`src/rtl/mp3_pkg.sv`:
```
// Shared defaults and types for the audio sample fetch path.
// The fetcher and its sample FIFO both import this package.
package mp3_pkg;

   localparam int ADDR_W_DEF     = 26;
   localparam int SAMPLE_W_DEF   = 16;
   localparam int FIFO_DEPTH_DEF = 8;

   // 16-bit samples always use both byte lanes of the bridge
   localparam logic [1:0] BRIDGE_BE_ALL = 2'b11;

   typedef enum logic [1:0] {
      IDLE = 2'd0,
      READ = 2'd1,
      DONE = 2'd2
   } fetch_state_t;

endpackage

```
`src/rtl/sample_fifo.sv`:
```
// Synchronous sample FIFO with a registered read port and a synchronous flush.
// out_clear forces the read register to zero so the consumer sees silence on underrun.
module sample_fifo
   import mp3_pkg::*;
#(
   parameter int W     = SAMPLE_W_DEF,
   parameter int DEPTH = FIFO_DEPTH_DEF
) (
   input  logic                     clk,
   input  logic                     srst,
   input  logic                     flush,
   input  logic                     push,
   input  logic [W-1:0]             push_data,
   input  logic                     pop,
   input  logic                     out_clear,
   output logic [W-1:0]             pop_data,
   output logic [$clog2(DEPTH):0]   level,
   output logic                     full,
   output logic                     empty
);

   localparam int AW = $clog2(DEPTH);
   localparam int LW = AW + 1;
   localparam logic [LW-1:0] DEPTH_L = LW'(DEPTH);

   logic [W-1:0]  mem [DEPTH];
   logic [AW-1:0] wr_ptr_q, wr_ptr_d;
   logic [AW-1:0] rd_ptr_q, rd_ptr_d;
   logic [LW-1:0] level_q, level_d;
   logic [W-1:0]  pop_data_q, pop_data_d;
   logic          do_push;
   logic          do_pop;

   assign full     = (level_q == DEPTH_L);
   assign empty    = (level_q == '0);
   assign do_push  = push && !full && !flush;
   assign do_pop   = pop && !empty && !flush;
   assign level    = level_q;
   assign pop_data = pop_data_q;

   always_comb begin
      wr_ptr_d   = wr_ptr_q;
      rd_ptr_d   = rd_ptr_q;
      level_d    = level_q;
      pop_data_d = pop_data_q;
      if (flush) begin
         wr_ptr_d = '0;
         rd_ptr_d = '0;
         level_d  = '0;
      end else begin
         if (do_push) begin
            wr_ptr_d = wr_ptr_q + AW'(1);
         end
         if (do_pop) begin
            rd_ptr_d = rd_ptr_q + AW'(1);
         end
         case ({do_push, do_pop})
            2'b10:   level_d = level_q + LW'(1);
            2'b01:   level_d = level_q - LW'(1);
            default: level_d = level_q;
         endcase
      end
      // A simultaneous push into an empty FIFO is not forwarded here
      if (out_clear) begin
         pop_data_d = '0;
      end else if (do_pop) begin
         pop_data_d = mem[rd_ptr_q];
      end
   end

   always_ff @(posedge clk) begin
      if (do_push) begin
         mem[wr_ptr_q] <= push_data;
      end
   end

   always_ff @(posedge clk) begin
      if (srst) begin
         wr_ptr_q   <= '0;
         rd_ptr_q   <= '0;
         level_q    <= '0;
         pop_data_q <= '0;
      end else begin
         wr_ptr_q   <= wr_ptr_d;
         rd_ptr_q   <= rd_ptr_d;
         level_q    <= level_d;
         pop_data_q <= pop_data_d;
      end
   end

endmodule

```
`src/rtl/sample_fetcher.sv`:
```
// Streams a track of audio samples from SDRAM over an Avalon bridge into a small FIFO
// and hands them to the I2S serializer one per sample_req pulse.
module sample_fetcher
   import mp3_pkg::*;
#(
   parameter int ADDR_W     = ADDR_W_DEF,
   parameter int SAMPLE_W   = SAMPLE_W_DEF,
   parameter int FIFO_DEPTH = FIFO_DEPTH_DEF
) (
   input  logic                          MAX10_CLK1_50,
   input  logic                          Reset,
   input  logic                          play,
   input  logic [ADDR_W-1:0]             start_addr,
   input  logic [ADDR_W-1:0]             end_addr,
   output logic [ADDR_W-1:0]             bridge_address,
   output logic [1:0]                    bridge_byte_enable,
   output logic                          bridge_read,
   output logic                          bridge_write,
   input  logic                          bridge_acknowledge,
   input  logic [SAMPLE_W-1:0]           bridge_read_data,
   input  logic                          sample_req,
   output logic [SAMPLE_W-1:0]           sample_data,
   output logic                          underrun,
   output logic                          done,
   output logic [$clog2(FIFO_DEPTH):0]   fifo_level
);

   fetch_state_t      state_q;
   logic [ADDR_W-1:0] cur_addr_q;
   logic [ADDR_W-1:0] bridge_address_q;
   logic              bridge_read_q;
   logic              done_q;
   logic              underrun_q, underrun_d;

   logic              fifo_full;
   logic              fifo_empty;
   logic              fifo_push;
   logic              fifo_pop;
   logic              fifo_clear_out;

   // Data returned after play has dropped belongs to an abandoned track and is dropped
   assign fifo_push      = bridge_acknowledge && (state_q == READ) && play;
   assign fifo_pop       = sample_req && play && !fifo_empty;
   assign fifo_clear_out = sample_req && !fifo_pop;

   always_comb begin
      underrun_d = fifo_clear_out;
   end

   sample_fifo #(
      .W     (SAMPLE_W),
      .DEPTH (FIFO_DEPTH)
   ) u_fifo (
      .clk       (MAX10_CLK1_50),
      .srst      (Reset),
      .flush     (!play),
      .push      (fifo_push),
      .push_data (bridge_read_data),
      .pop       (fifo_pop),
      .out_clear (fifo_clear_out),
      .pop_data  (sample_data),
      .level     (fifo_level),
      .full      (fifo_full),
      .empty     (fifo_empty)
   );

   // Fetch FSM: one read outstanding at most, so a full check in IDLE prevents overflow
   always_ff @(posedge MAX10_CLK1_50) begin
      if (Reset) begin
         state_q          <= IDLE;
         cur_addr_q       <= start_addr;
         bridge_address_q <= start_addr;
         bridge_read_q    <= 1'b0;
         done_q           <= 1'b0;
      end else begin
         case (state_q)
            IDLE: begin
               if (!play) begin
                  cur_addr_q <= start_addr;
               end else if (!fifo_full) begin
                  state_q          <= READ;
                  bridge_read_q    <= 1'b1;
                  bridge_address_q <= cur_addr_q;
               end
            end
            READ: begin
               if (!play) begin
                  cur_addr_q <= start_addr;
               end
               if (bridge_acknowledge) begin
                  bridge_read_q <= 1'b0;
                  if (play && (cur_addr_q >= end_addr)) begin
                     state_q <= DONE;
                     done_q  <= 1'b1;
                  end else begin
                     state_q <= IDLE;
                     if (play) begin
                        cur_addr_q <= cur_addr_q + ADDR_W'(1);
                     end
                  end
               end
            end
            DONE: begin
               if (!play) begin
                  state_q    <= IDLE;
                  done_q     <= 1'b0;
                  cur_addr_q <= start_addr;
               end
            end
            default: begin
               state_q       <= IDLE;
               bridge_read_q <= 1'b0;
               done_q        <= 1'b0;
            end
         endcase
      end
   end

   always_ff @(posedge MAX10_CLK1_50) begin
      if (Reset) begin
         underrun_q <= 1'b0;
      end else begin
         underrun_q <= underrun_d;
      end
   end

   assign bridge_address     = bridge_address_q;
   assign bridge_read        = bridge_read_q;
   assign bridge_byte_enable = BRIDGE_BE_ALL;
   assign bridge_write       = 1'b0;
   assign done               = done_q;
   assign underrun           = underrun_q;

endmodule

```
`config.mk`:
```
export PLATFORM = sky130hd
export DESIGN_NAME = sample_fetcher
export DESIGN_NICKNAME = d
export VERILOG_FILES = /design/src/rtl/mp3_pkg.sv /design/src/rtl/sample_fifo.sv /design/src/rtl/sample_fetcher.sv
export SDC_FILE = /design/constraint.sdc
export NUM_CORES = 1
export LEC_CHECK = 0
export BUFFER_PORTS_ARGS = -buffer_cell sky130_fd_sc_hd__buf_2
export CAP_MARGIN = 10
export CORE_ASPECT_RATIO = 1.4
export CORE_MARGIN = 3
export CORE_UTILIZATION = 54
export CTS_CLUSTER_DIAMETER = 120
export CTS_CLUSTER_SIZE = 8
export DETAILED_ROUTE_END_ITERATION = 8
export PLACE_DENSITY = 0.84
export RECOVER_POWER = 25
export SLEW_MARGIN = 30
export SYNTH_ARGS = -nofsm -noshare
export SYNTH_HDL_FRONTEND = slang
export SYNTH_SLANG_ARGS = --single-unit
```
`constraint.sdc`:
```
create_clock -name MAX10_CLK1_50 -period 10.6 [get_ports MAX10_CLK1_50]
set_input_delay 0.53 -clock MAX10_CLK1_50 [delete_from_list [all_inputs] [get_ports MAX10_CLK1_50]]
set_output_delay 0.53 -clock MAX10_CLK1_50 [all_outputs]
set_load 0.05 [all_outputs]
```
==> reports/results.ini, run 1 <==
[logic_synthesis]
ys_seq_area_frac = 0.620
synth_area_leaders = edfxtp_1 (56%), mux4_2 (7.4%), dfxtp_1 (6.4%)
ys_seq_elements = 211
synthFlopType = edfxtp_1
synth_top_area_cell = edfxtp_1
synthDistinctLibCells = 59
syn_area_sq_um = 9720
synth.avg_cell_area_sq_um = 13.9
synth-edff-count = 180
synthArstFlopShare = 0
ys_warn_count = 0
synth_cells = 698
synth_top_cell_area_share = 0.556

[hold_path]
hold_path.class = primary input to flop

[critical_path]
cp.required_ns = 10.87
cp_max_fo = 20
startpoint_type = flop
crit_path_end_kind = flop
path_class = flop to flop
cp_slowest_stage_delay_ns = 0.88
cp_cell_sequence = ha_1 > nand4_1 > nor4_1 > o311a_1 > o21ai_0 > nand4b_1 > a31oi_1
critPathArrivalTime_ns = 3.67
slowest_stage = o311a_1
rrSetupSlack_ns = 7.20

[clocking]
cts_sinks = 211
cts_inserted_buffers = 30
worstSkewPairLatency_ns = 0.54
cts_resized = 0
ctsHoldBuffers = 0
cts_buffer_depth = 3
htreeDepth = 1
cts_tree = yes
cts_setup_buffers = 0
cts-root-buf = clkbuf_16
path_clk_slew_ns = 0.05

[global_route]
grt_pass1_vias = 6549
grt.overflow.total = 0
grt_usage = 0.236
met1_usage = 0.277
grt_pass1_wl_um = 35800
busiest_layer = met2
global_route.usage.met2 = 0.430
antenna_found_initial = 1
use_met3 = 0.0329
grt_max_degree = 38

[finish]
drive_gt1_frac = 0.274
area_growth_pct = 18.5
fillers = 1292
diodes = 0
num-nets-final = 937

[timing]
hold_viol = 0
fin_skew_ns = 0.0193
worstMarginPinSlew_ns = 0.974
rsz0062_at_grt = false
clock.fmax_ghz = 0.294
setup_violations = 0
period_share = 0.321
fin_crit_ns = 3.40
hold_ws_ns = 0.264
slew_headroom = 0.351
slew_viol_final = 0
fin_tns_setup_ns = 0

[routing]
drtIter0Drc = 524
dr.pass1.iters = 4
drc = 0
drt-total-wl_um = 23100
dr_total_vias = 6434
vias_per_cell = 5.91
ant_nets = 0
wl_per_cell_um = 21.2

[floorplan]
core_sq_um = 17500
die_area_sq_um = 19700
die_x_um = 119
rows = 57
die_h_um = 165
start_util = 0.554
boundaryPins = 125

[power_and_ir_drop]
leakagePower_nw = 4.07
ir_drop_mv = 0.210
powerDensity_nw_per_um2 = 173

[placed_design]
gp_congestion = 0.905
dp.final_hpwl_um = 14700
io_buffers = 121

[run_status]
status = completed

[run]
cap_violations = 0

## sequential cells by signal, indices dropped and copies added, names as in the netlist
register	count
u_fifo.wr_ptr_q	3
underrun	1
u_fifo.pop_data	16
u_fifo.mem	128
u_fifo.level	4
u_fifo.rd_ptr_q	3
cur_addr_q	26
bridge_read	1
done	1
bridge_address	26
state_q	2
## worst paths after layout
kind,start,to,cells after the start
setup reg to reg,cur_addr_q[24],cur_addr_q[23],7
setup / recovery,cur_addr_q[24],cur_addr_q[23],7
hold reg to reg,u_fifo.pop_data[13],u_fifo.pop_data[13],2
hold / removal,sample_req,underrun,2
## cell usage in the layout (no fill, tap or decap), types with 5 or more instances in the layout
| cell type | count |
|---|---|
| nor4_2 | 8 |
| and2_1 | 5 |
| xnor2_1 | 13 |
| and3_1 | 6 |
| mux4_2 | 32 |
| a31oi_1 | 6 |
| a21oi_1 | 21 |
| edfxtp_1 | 180 |
| buf_4 | 11 |
| nand4_1 | 12 |
| o21ai_1 | 9 |
| mux2_2 | 21 |
| o21ai_0 | 17 |
| mux2i_1 | 20 |
| nor2_1 | 54 |
| nor3_1 | 14 |
| inv_1 | 33 |
| nand3_1 | 7 |
| dfxtp_1 | 30 |
| buf_2 | 106 |
| ha_1 | 32 |
| nand2_1 | 51 |
| clkbuf_16 | 31 |
| clkbuf_1 | 37 |
| a211oi_1 | 21 |
| nand2b_1 | 6 |
## kinds of logic (layout without fill, tap and decap cells)
logic type | Yosys count | count (layout) | share of synthesized area
AO/OA/AOI/OAI | 96 | 96 | 0.0623
multiplexers | 73 | 73 | 0.119
other | 2 | 3 | 0.000773
flip-flops | 211 | 211 | 0.620
AND/OR/NAND/NOR | 194 | 194 | 0.106
buffers and inverters | 72 | 226 | 0.0332
adder cells (fa/ha/maj) | 33 | 33 | 0.0433
XOR/XNOR | 17 | 17 | 0.0153
## routing by layer
metal  vias up  routed length, um
li1       2938                  -
met1      3095               8220
met2       316              12200
met3        83               1720
met4         2               1030
met5         -                 13
## per-stage QoR
step | utilization | std cells | worst slack [ns] | cell area [sq um] | total power [W]
after floorplan | - | 699 | 7.04 | 9720 | 0.00108
after CTS | 0.656 | 1087 | 7.35 | 11500 | 0.00200
after detailed placement | 0.606 | 1033 | 7.25 | 10600 | 0.00113
final | 0.656 | 1089 | 7.20 | 11500 | 0.00199
after global routing | 0.656 | 1089 | 6.94 | 11500 | 0.00206
after global placement | 0.603 | 1029 | 7.33 | 10600 | 0.00113
## report_power, final
| group | leakage [nW] | total (W) | switching (W) | internal [W] |
|---|---|---|---|---|
| logic | 1.72 | 0.000168 | 0.000114 | 0.0000543 |
| registers | 1.94 | 0.000951 | 0.0000225 | 0.000928 |
| clock network | 0.408 | 0.000874 | 0.000335 | 0.000538 |
| total | 4.07 | 0.00199 | 0.000471 | 0.00152 |
## cell type report
cell class / instances / area (sq um) / share of cell area
timing repair buffer: 138 / 748 / 0.0650
sequential: 211 / 6030 / 0.523
tap: 236 / 295 / 0.0256
clock inverter: 1 / 7.51 / 0.000652
multi-input combinational: 416 / 3450 / 0.300
inverter: 34 / 128 / 0.0111
clock buffer: 53 / 858 / 0.0745
## worst max-delay path, delay by kind of cell (launching register included)
kind	cells	cell delay (ns)
AOI/OAI and AO/OA	3	1.44
adders and majority gates	1	0.37
DFF	1	0.49
and+or+nand+nor	3	0.81
## cell usage after synthesis (7+ instances only)
cell      count
clkbuf_1     21
inv_1        33
mux2_2       21
mux4_2       32
nor2_1       54
nand4_1      12
ha_1         32
nor4_2        7
mux2i_1      20
xnor2_1      13
nor3_1       18
o21ai_0      18
nand2_1      51
dfxtp_1      31
o21ai_1      10
edfxtp_1    180
a211oi_1     21
nand3_1       7
a21oi_1      22
(Power assumes the default switching activity.)
==> inputs of run 2 (changes only) <==
==> constraint.sdc (replaced) <==
create_clock -name MAX10_CLK1_50 -period 3.2 [get_ports MAX10_CLK1_50]
set_input_delay 0.16 -clock MAX10_CLK1_50 [delete_from_list [all_inputs] [get_ports MAX10_CLK1_50]]
set_output_delay 0.16 -clock MAX10_CLK1_50 [all_outputs]
set_load 0.05 [all_outputs]
==> reports/results.ini, run 2 (synthesized netlist as in run 1, its figures left out) <==
[floorplan]
rows = 57  ; unchanged
start_util = 0.554  ; unchanged
die_h_um = 165  ; unchanged
die_x_um = 119  ; unchanged
boundaryPins = 125  ; unchanged
die_area_sq_um = 19700  ; unchanged
core_sq_um = 17500  ; unchanged

[clocking]
cts-root-buf = clkbuf_16
cts_buffer_depth = 3  ; unchanged
cts_inserted_buffers = 30  ; unchanged
path_clk_slew_ns = 0.05  ; about the same
cts_sinks = 211  ; unchanged
cts_tree = yes
cts_resized = 0  ; unchanged
cts_setup_buffers = 0  ; unchanged
htreeDepth = 1  ; unchanged
worstSkewPairLatency_ns = 0.53  ; about the same

[finish]
fin_cells = 1148  ; +5.4%
final_core_util = 0.686  ; +0.0296
area_growth_pct = 23.8
largest_reg_flops = 128  ; unchanged
drive_gt1_frac = 0.273  ; -0.00130
layout_commonest_cell = edfxtp_1
diodes = 0  ; unchanged
register_area_sq_um = 6030  ; unchanged
regMostFlops = u_fifo.mem
num-nets-final = 995  ; +6.2%
multi_input_area_sq_um = 3430  ; -0.62%
fillers = 1184  ; -8.4%
layout_common_cells = edfxtp_1 (180), buf_2 (106), nor2_1 (54)

[critical_path]
r2r_start = u_fifo.level[0]
crit_path_end_kind = flop
ff2ff_path_depth = 11  ; +4
crit_buf_inv = 1  ; +1
critPathArrivalTime_ns = 3.35  ; -0.32 ns
crit_family = simple AND/OR/NAND/NOR gates
path_class = flop to flop
cp_cell_sequence = nor3_1 > nand2_1 > and2_1 > inv_1 > ha_1 > ha_1 > a21o_1 > a21oi_1 > xnor2_1 > or3_1 > a21oi_1
startpoint_type = flop
rrSetupSlack_ns = 0.30  ; -6.90 ns
cp_max_fo = 6  ; -70%
rr_endpoint = u_fifo.level[3]
cp_slowest_stage_delay_ns = 0.44  ; -0.44 ns
cp.required_ns = 3.65  ; -7.22 ns
slowest_stage = nor3_1

[placed_design]
dp.final_hpwl_um = 14600  ; -0.46%
io_buffers = 121  ; unchanged
dp_cells = 1049  ; +1.5%
gp_congestion = 0.897  ; -0.81%
dp_slack_ns = 0.311  ; -6.94 ns

[timing]
fin_skew_ns = 0.0182  ; -0.00111 ns
rsz0062_at_grt = false
period_share = 0.905  ; +0.585
setup_violations = 0  ; unchanged
slew_headroom = 0.420  ; +0.0694
worstMarginPinSlew_ns = 0.869  ; -0.105 ns
fin_ws_ns = 0.302  ; -6.90 ns
slew_viol_final = 0  ; unchanged
clock.fmax_ghz = 0.345  ; +17%
fin_tns_setup_ns = 0  ; unchanged
hold_viol = 0  ; unchanged
fin_crit_ns = 2.90  ; -0.502 ns

[hold_path]
hold_start = play
hold_end = done
hold_path.class = primary input to flop
min_path_cells = 3  ; +1

[global_route]
grt_usage = 0.232  ; -0.00353
grt.overflow.total = 0  ; unchanged
grt_pass1_wl_um = 35700  ; -0.23%
grt_pass1_vias = 6837  ; +4.4%
antenna_found_initial = 0  ; -1
grt_max_degree = 37  ; -2.6%

[power_and_ir_drop]
powerDensity_nw_per_um2 = 552  ; +220%
p_seq_frac = 0.472  ; -0.005
finalPower_w = 0.00664  ; +230%
netSwitchingPower_w = 0.00155  ; +230%
clkPwrFrac = 0.433  ; -0.005
leakagePower_nw = 4.33  ; +6.4%
internal-power_w = 0.00509  ; +230%
p_sw_frac = 0.233  ; -0.00331
ir_drop_mv = 0.670  ; +220%
p_comb_frac = 0.095  ; +0.011

[run]
cap_violations = 0  ; unchanged

[run_status]
status = completed

[routing]
wl_per_cell_um = 20.0  ; -5.8%
drt-total-wl_um = 23000  ; -0.69%
drc = 0  ; unchanged
ant_nets = 0  ; unchanged
dr_total_vias = 6629  ; +3.0%
drtIter0Drc = 604  ; +15%
dr.pass1.iters = 5  ; +1
vias_per_cell = 5.77  ; -2.3%

run 2: cell types whose count changed in the layout (fill, tap and decap cells not counted), sizes merged:
| cell | delta |
|---|---|
| dlygate4sd3 | +44 |
| buf | +14 |
| clkbuf | +1 |
run 2: worst min-delay path: cells and delay by family:
kind | cells | cell delay, ns
simple gates | 1 | 0.12
compound gates | 1 | 0.07
buf+inv | 1 | 0.19
run 2: area by class of cell:
cell class	count	share of cell area
flip-flops and latches	211	0.501
multi-input cells	416	0.285
repair buffers	196	0.107
clock buffers	54	0.0716
well taps	236	0.0245
inverters	34	0.0106
clock inverters	1	0.000624
run 2: stage by stage:
| stage | hold WS [ns] | cell area [sq um] |
|---|---|---|
| finish | 0.0758 | 12000 |
| global route | 0.0748 | 12000 |
| CTS | 0.0361 | 12100 |
| detailed placement | 0.436 | 10700 |
| global placement | 0.424 | 10700 |
| floorplan | 0.259 | 9730 |
run 2: power groups by stage:
stage               sequential [W]  clock (W)  combinational (W)
CTS                        0.00313    0.00291           0.000625
detailed placement         0.00319          0           0.000579
global placement           0.00318          0           0.000566
global route               0.00314    0.00302           0.000681
finish                     0.00313    0.00288           0.000631
floorplan                  0.00331          0           0.000260
run 2: worst max path at each step:
stage               slack (ns)  depth (start not counted)          endpoint             from
floorplan                 0.18                          8  u_fifo.mem[1][0]       state_q[0]
global placement          0.37                         10    cur_addr_q[21]    cur_addr_q[0]
detailed placement        0.31                         11   u_fifo.level[3]  u_fifo.level[0]
CTS                       0.30                         11   u_fifo.level[3]  u_fifo.level[0]
global route              0.08                         11   u_fifo.level[3]  u_fifo.level[0]
finish                    0.30                         11   u_fifo.level[3]  u_fifo.level[0]
run 2: metal layers:
layer,track usage,part of all wire,vias to the layer above
met2,0.424,0.54,290
li1,-,-,3039
met3,0.0325,0.063,59
met4,0.109,0.037,0
met1,0.271,0.36,3241
met5,0,0,-
run 2: timing repair:
action,4_1_cts,5_1_grt
hold endpoints to repair,170,0
hold buffers,44,0
endpoints found under the setup margin,0,0
